File: config.mk
export PLATFORM = sky130hd
export DESIGN_NAME = icache
export DESIGN_NICKNAME = d
export VERILOG_FILES = /design/src/rtl/cpu_types_pkg.sv /design/src/rtl/icache_stats.sv /design/src/rtl/icache.sv
export SDC_FILE = /design/constraint.sdc
export NUM_CORES = 1
export LEC_CHECK = 0
export ABC_CLOCK_PERIOD_IN_PS = 13910
export CAP_MARGIN = 20
export CORE_AREA = 2 2 256 258
export DETAILED_ROUTE_END_ITERATION = 6
export DIE_AREA = 0 0 258 260
export DONT_BUFFER_PORTS = 1
export GPL_TIMING_DRIVEN = 0
export PLACE_DENSITY = 0.75
export REMOVE_ABC_BUFFERS = 1
export SYNTH_ARGS = -nofsm -noshare
export SYNTH_HDL_FRONTEND = slang
export SYNTH_HIERARCHICAL = 1
export SYNTH_SLANG_ARGS = --single-unit
File: constraint.sdc
create_clock -name CLK -period 13.91 [get_ports CLK]
set_input_delay 2.0865 -clock CLK [delete_from_list [all_inputs] [get_ports CLK]]
set_output_delay 2.0865 -clock CLK [all_outputs]
set_load 0.01 [all_outputs]
File: src/rtl/cpu_types_pkg.sv
// Shared CPU types: instruction-cache address split, frame layout and controller states.
// Widths here describe the default 16-frame cache; icache derives its own from SETS.
package cpu_types_pkg;

  localparam int ICACHE_SETS  = 16;
  localparam int ICACHE_IDX_W = $clog2(ICACHE_SETS);
  localparam int ICACHE_TAG_W = 30 - ICACHE_IDX_W;

  typedef struct packed {
    logic [ICACHE_TAG_W-1:0] tag;
    logic [ICACHE_IDX_W-1:0] idx;
    logic [1:0]              bytoff;
  } icachef_t;

  typedef struct packed {
    logic                    valid;
    logic [ICACHE_TAG_W-1:0] tag;
    logic [31:0]             data;
  } icache_frame_t;

  typedef enum logic {
    IDLE = 1'b0,
    FILL = 1'b1
  } icache_state_t;

endpackage

File: src/rtl/icache_stats.sv
// Hit/miss event counters for the instruction cache; compiled only with ICACHE_STATS_EN.
// Both counters wrap at 2^32 and clear on RST only.
`ifdef ICACHE_STATS_EN
module icache_stats (
  input  logic        CLK,
  input  logic        RST,
  input  logic        hit_inc,
  input  logic        miss_inc,
  output logic [31:0] hit_count,
  output logic [31:0] miss_count
);

  always_ff @(posedge CLK) begin
    if (RST) begin
      hit_count  <= '0;
      miss_count <= '0;
    end else begin
      if (hit_inc)  hit_count  <= hit_count + 32'd1;
      if (miss_inc) miss_count <= miss_count + 32'd1;
    end
  end

endmodule
`endif

File: src/rtl/icache.sv
// Direct-mapped read-only instruction cache with single-word fills.
// Optional hit/miss counters are built when ICACHE_STATS_EN is defined.
module icache
  import cpu_types_pkg::*;
#(
  parameter int SETS = ICACHE_SETS
) (
  input  logic        CLK,
  input  logic        RST,
  input  logic        imemREN,
  input  logic [31:0] imemaddr,
  input  logic        iflush,
  output logic        ihit,
  output logic [31:0] imemload,
  output logic        iREN,
  output logic [31:0] iaddr,
  input  logic        iwait,
  input  logic [31:0] iload
`ifdef ICACHE_STATS_EN
  ,
  output logic [31:0] hit_count,
  output logic [31:0] miss_count
`endif
);

  localparam int IDX_W = $clog2(SETS);
  localparam int TAG_W = 30 - IDX_W;

  icache_state_t    state, state_n;
  logic [SETS-1:0]  valid;
  logic [TAG_W-1:0] tags [SETS];
  logic [31:0]      data [SETS];
  logic [29:0]      miss_addr;

  logic [TAG_W-1:0] req_tag;
  logic [IDX_W-1:0] req_idx;
  logic [IDX_W-1:0] fill_idx;
  logic             match;
  logic             miss_start;
  logic             fill_done;

  assign req_tag  = imemaddr[31:IDX_W+2];
  assign req_idx  = imemaddr[IDX_W+1:2];
  assign fill_idx = miss_addr[IDX_W-1:0];
  assign match    = valid[req_idx] && (tags[req_idx] == req_tag);

  // Memory handshake: iREN and iaddr are held steady for the whole fill; the
  // word transfers in any cycle where iREN is high and iwait is low.
  always_comb begin
    state_n    = state;
    ihit       = 1'b0;
    imemload   = '0;
    iREN       = 1'b0;
    iaddr      = '0;
    miss_start = 1'b0;
    fill_done  = 1'b0;
    case (state)
      IDLE: begin
        ihit = imemREN && match && !iflush;
        if (ihit) imemload = data[req_idx];
        if (imemREN && !match && !iflush) begin
          miss_start = 1'b1;
          state_n    = FILL;
        end
      end
      FILL: begin
        iREN  = 1'b1;
        iaddr = {miss_addr, 2'b00};
        if (iflush) begin
          state_n = IDLE;
        end else if (!iwait) begin
          fill_done = 1'b1;
          state_n   = IDLE;
        end
      end
      default: state_n = IDLE;
    endcase
  end

  always_ff @(posedge CLK) begin
    if (RST) begin
      state     <= IDLE;
      valid     <= '0;
      miss_addr <= '0;
    end else begin
      state <= state_n;
      if (miss_start) miss_addr <= imemaddr[31:2];
      if (iflush)         valid           <= '0;
      else if (fill_done) valid[fill_idx] <= 1'b1;
    end
  end

  // Tag and data storage carry no reset; the valid bits alone qualify them.
  always_ff @(posedge CLK) begin
    if (!RST && fill_done) begin
      tags[fill_idx] <= miss_addr[29:IDX_W];
      data[fill_idx] <= iload;
    end
  end

`ifdef ICACHE_STATS_EN
  icache_stats u_stats (
    .CLK        (CLK),
    .RST        (RST),
    .hit_inc    (ihit),
    .miss_inc   (miss_start),
    .hit_count  (hit_count),
    .miss_count (miss_count)
  );
`endif

endmodule

== Word-level counts from Yosys, hierarchy flattened ==
Memories as Yosys holds them, arrays and structs flattened.
Cells that the tools add are included.
Storage, ports and cells
  register bits: 47
  RAM bits: 928
  input bits: 69
  output and inout port bits: 66
  logic and storage cells: 41
  memories kept: 2
Memories
  data: words 16, bits a word 32, read ports 1, clocked after Yosys merged registers in 0, write ports 1, RTL line icache.sv:32  | logic [31:0] data [SETS];
  tags: words 16, bits a word 26, read ports 1, clocked after Yosys merged registers in 0, write ports 1, RTL line icache.sv:31  | logic [TAG_W-1:0] tags [SETS];
Cells by class
  magnitude comparators: 3
  equal/unequal tests: 1
  multiplexer cells: 19
  bitwise gates (word level): 2
  reduce and logical (&&, ||, !) cells: 11
Operators with widths (count)
  $mux W32: 3
  $eq A26 B26 Y1: 1
  $or A16 B16 Y16: 1
  $mux W1: 13
  $lt A4 B5 Y1 const B: 2
  $logic_and A1 B1 Y1: 7
  $bmux W1 S4: 1
  $demux W1 S4: 1
  $ge A4 B1 Y1 const B: 1
  $logic_not A1 Y1: 3
  $pmux W1 S2: 1
  $reduce_or A2 Y1: 1
  $not A1 Y1: 1

== Depth between registers and ports, before layout ==
  depth in word-level cells: 8
  mapped depth: 14
  depth with buffers taken out: 8

== Least setup slack after synthesis ==
No wires, ideal clock.
  path kind: in2out
  start: input port imemaddr[4]
  end: output port imemload[0]
  arrival: 4.696 ns
  data required time: 11.823 ns
  setup slack: 7.127 ns
  stages: 10
  path buffers: 7
  cell sequence: buf_2 -> buf_4 -> buf_2 -> buf_2 -> buf_2 -> clkbuf_1 -> clkbuf_1 -> mux4_2 -> mux4_2 -> and2_1
Between the ends
  word-level cells in the longest chain between the ends: 7
  elaborated cells between the ends (all ways): 10
  those cells by class: eq/ne (1); mux (4); reduce/logical (3); memory (2)
RTL lines
  start: declaration: RTL line icache.sv:11  | input logic [31:0] imemaddr,
  $mem_v2 Z16 W26 or $bmux W1 S4 (tied branches)
  $eq A26 B26 Y1 or $mux W1 (tied branches): RTL line icache.sv:45  | assign match = valid[req_idx] && (tags[req_idx] == req_tag);
  $logic_and A1 B1 Y1: RTL line icache.sv:45
  $logic_and A1 B1 Y1 (2 in a row): RTL line icache.sv:59  | ihit = imemREN && match && !iflush;
  $mux W32 (*): RTL line icache.sv:60  | if (ihit) imemload = data[req_idx];
  $mux W32 (*): RTL line icache.sv:57  | case (state)
  end: declaration: RTL line icache.sv:14  | output logic [31:0] imemload,
Every way passes the cells marked *; elsewhere a longest branch is shown, timed or not. The select of a mux whose other input is x is not followed.

== Worst setup path in the final report ==
  start: input port imemaddr[2]
  end: output port imemload[3]
The elaborated chain is that of the path after synthesis.

==> results by group <==
Logic synthesis
  • Post-synthesis async set-or-reset flop share: 0%
  • Syn Area/Cell: ~22 µm²
  • Yosys top cell by area: edfxtp_1
  • Synth cell count leaders: edfxtp_1, mux4_2, mux2i_1, nand2b_1, and2_1
  • Share of the synthesized area in the top cell type: 72.8%
  • Netlist Area Pre-Place: about 38000 µm²
  • Number of synthesized flops with an enable pin: about 930
  • Cell with the most instances after synthesis: edfxtp_1
  • Synthesized instance count: between 1500 and 2000
  • Predominant post-synthesis flop cell: edfxtp_1
  • Yosys warns: 6
  • Yosys reg bits: 975
  • Post-synth cell types: between 50 and 60
  • Top cells by area, synth: edfxtp_1, mux4_2, dfxtp_1, mux2i_1, nand2b_1
  • Register area share after synthesis: around three quarters

Global routing
  • Largest net degree at the start of global routing: roughly 230
  • Total congestion overflow: 0
  • Vias in the first global route: 18500
  • First-pass GRT wire length: approximately 120000 µm
  • GRT Util Overall: 25.5%
  • Initial antenna violation count: 0

Route
  • DRC Markers: 0
  • Met1 WL: 31500 µm
  • Highest routed layer: met4
  • Routed wl met2: between 40000 and 50000 µm
  • Antenna viol nets, final: 0
  • Initial drt markers: 2104
  • Vias per Instance: 6.52
  • Vias: approximately 18000
  • Pre-antenna DRT Iters: 7
  • Met3 Routed Length: between 7000 and 8000 µm
  • Routed WL: around 84000 µm
  • Drt wl/cell: 30.9 µm

Clock network
  • Post-CTS Setup Bufs: 0
  • CTS resizes: 0
  • H-tree depth: 3
  • CTS max path bufs: 3
  • CTS tree: built
  • Worst-Skew Late Latency: between 600 and 700 ps
  • Root buffer cell: clkbuf_16
  • Hold buffers post-CTS: 0
  • TritonCTS buffer count: a little over 90
  • Clock Sinks: 975
  • Clock slew at reported path FFs: around 60 ps

Pwr
  • Switching Share: between 10% and 20%
  • P_sw: around 0.0011 W
  • PwrDens: approximately 140 nW/µm²
  • Internal power: ~0.0047 W
  • Seq pwr share: between 50 and 60%
  • Clock power share: between 40 and 50%
  • P_leak: roughly 13 nW
  • Comb power frac: between 2 and 3%
  • Design Power: approximately 0.0058 W
  • Worst VDD drop: between 0.1 and 0.15 mV

Timing
  • RSZ-0062 raised after global routing: no
  • Worst hold margin: between 400 and 500 ps
  • Crit path time final: 7830 ps
  • Finish-stage setup viols: 0
  • Relative slew slack: approximately a third
  • F_max: ~130 MHz
  • Skew final: between 20 and 25 ps
  • Pins Over Slew Limit: 0
  • Tcrit/Tclk final: a little under three fifths
  • Worst-Margin Slew: roughly 990 ps
  • Hold Violations, Final: 0
  • Final TNS setup: 0 ps

Critical path
  • Setup CP Type: in2out
  • Reg2reg start: state$_SDFF_PP0_
  • Req. time, crit path: 11820 ps
  • CP startpoint: imemaddr[2]
  • Worst Setup End Kind: output pin
  • Crit-path max cell delay: 700 ps
  • Delay-heaviest family, CP: simple AND/OR/NAND/NOR gates
  • CP max-delay cell: and4_2
  • Maximum net fanout on the critical path: roughly 220
  • CP Buf/Inv Count: 1
  • Most used cell along the critical path: mux4_2
  • WP data arrival: 5750 ps
  • Cells along the critical path: mux4_2, mux4_2, xor2_1, nor3_2, nand4_1, nor3_1, and4_2, buf_16, and2_1
  • Worst Setup Start Kind: input port

Final layout
  • # diodes: 0
  • Multi-input gate area: between 9000 and 10000 µm²
  • Final net count: 1864
  • Syn-to-layout area delta: 12.1%
  • FILL cells: 3733
  • Fraction of final layout cells sized beyond drive strength 1: between 20 and 30%
  • Register area: approximately 29000 µm²
  • Finished Cell Area: 42900 µm²

Floorplanning
  • Die area: 67100 µm²
  • Die X: between 200 and 300 µm
  • Core ar.: between 60000 and 70000 µm²
  • Cell Rows: between 90 and 100
  • Ports: roughly 140
  • Initial Util: approximately three fifths
  • Die Height: between 200 and 300 µm

Run status
  • Outcome: finished clean

Placement
  • Placed instance area: around 40000 µm²
  • HPWL after detailed placement: approximately 45000 µm
  • Port-buffer cells: 0
  • Routability cong.: about 0.74

Worst hold path
  • Type of the worst min-delay path: reg2reg
  • Hold_sp: valid[7]$_SDFFE_PP0P_

Job
  • MaxCap Viol Count: 0
path summary, 6_finish.rpt:
check	to	slack [ps]	cells past startpoint
min reg2reg	valid[7]$_SDFFE_PP0P_	480	2
min	valid[7]$_SDFFE_PP0P_	480	2
max reg2reg	data[6][15]$_DFFE_PP_	10180	6
max	imemload[3]	6080	9
state kept, by name, indices dropped and copies added (netlist names):
signal	count
miss_addr	30
data	512
tags	416
state	1
valid	16
cell usage in the layout (no fill, tap or decap), drive strengths merged, types with 2 or more instances in the layout:
| master | instances |
|---|---|
| a221oi | 2 |
| nor4 | 3 |
| nand4 | 14 |
| xor2 | 13 |
| xnor2 | 27 |
| or2 | 4 |
| a21o | 2 |
| nand3 | 5 |
| a21oi | 13 |
| nand2b | 65 |
| and2 | 64 |
| inv | 5 |
| o211ai | 2 |
| edfxtp | 928 |
| nand2 | 9 |
| o2111ai | 2 |
| or4 | 6 |
| a22oi | 4 |
| or3 | 3 |
| nand4b | 3 |
| or4b | 3 |
| buf | 48 |
| mux4 | 267 |
| conb | 2 |
| clkinv | 20 |
| a22o | 2 |
| a31oi | 5 |
| nor3 | 6 |
| mux2i | 85 |
| nor3b | 2 |
| nor2b | 7 |
| dfxtp | 47 |
| nand3b | 2 |
| nor2 | 41 |
| bufinv | 5 |
| clkbuf | 135 |
| and3 | 2 |
per-stage QoR:
step           setup slack [ps]  instances  utilization [%]
6_report                   6080       2720             66.9
5_1_grt                    6220       2720             66.9
4_1_cts                    6410       2720             66.9
3_5_place_dp               6430       2556             62.4
3_3_place_gp               4370       2508             60.6
2_1_floorplan              7420       1653                -
power groups by stage:
stage	combinational (W)	clock, W	sequential, W
final	0.000154	0.00241	0.00324
after CTS	0.000154	0.00244	0.00324
after global placement	0.000146	0	0.00330
after floorplan	0.000129	0	0.00329
after detailed placement	0.000152	0	0.00330
after global routing	0.000162	0.00255	0.00324
kinds of logic after synthesis:
kind of cell	after synthesis	synth area share [%]
buffers and inverters	99	1.34
and+or+nand+nor	243	3.79
muxes	353	18.0
xor gates and xnor gates	40	0.915
DFF	975	75.3
other	1	0.00980
AOI/OAI and AO/OA	39	0.700
worst register-to-register path, delay by kind of cell, from the launching register on:
kind	cells	cell delay [ps]
buffers and inverters	2	550
DFF	1	920
and+or+nand+nor	4	1910
per-layer routing:
layer / vias to the layer above / track usage (%)
met5: - / 0
met4: 0 / 8.41
met3: 139 / 5.34
met2: 827 / 42.1
met1: 9452 / 34.5
li1: 7328 / -
layout make-up:
type | count | area share (%)
flip-flops and latches | 975 | 67.2
multi-input cells | 677 | 21.2
clock buffers | 135 | 6.01
well taps | 855 | 2.49
repair buffers | 48 | 2.45
clock inverters | 29 | 0.686
inverters | 1 | 0.00875
(Power assumes the default switching activity.)
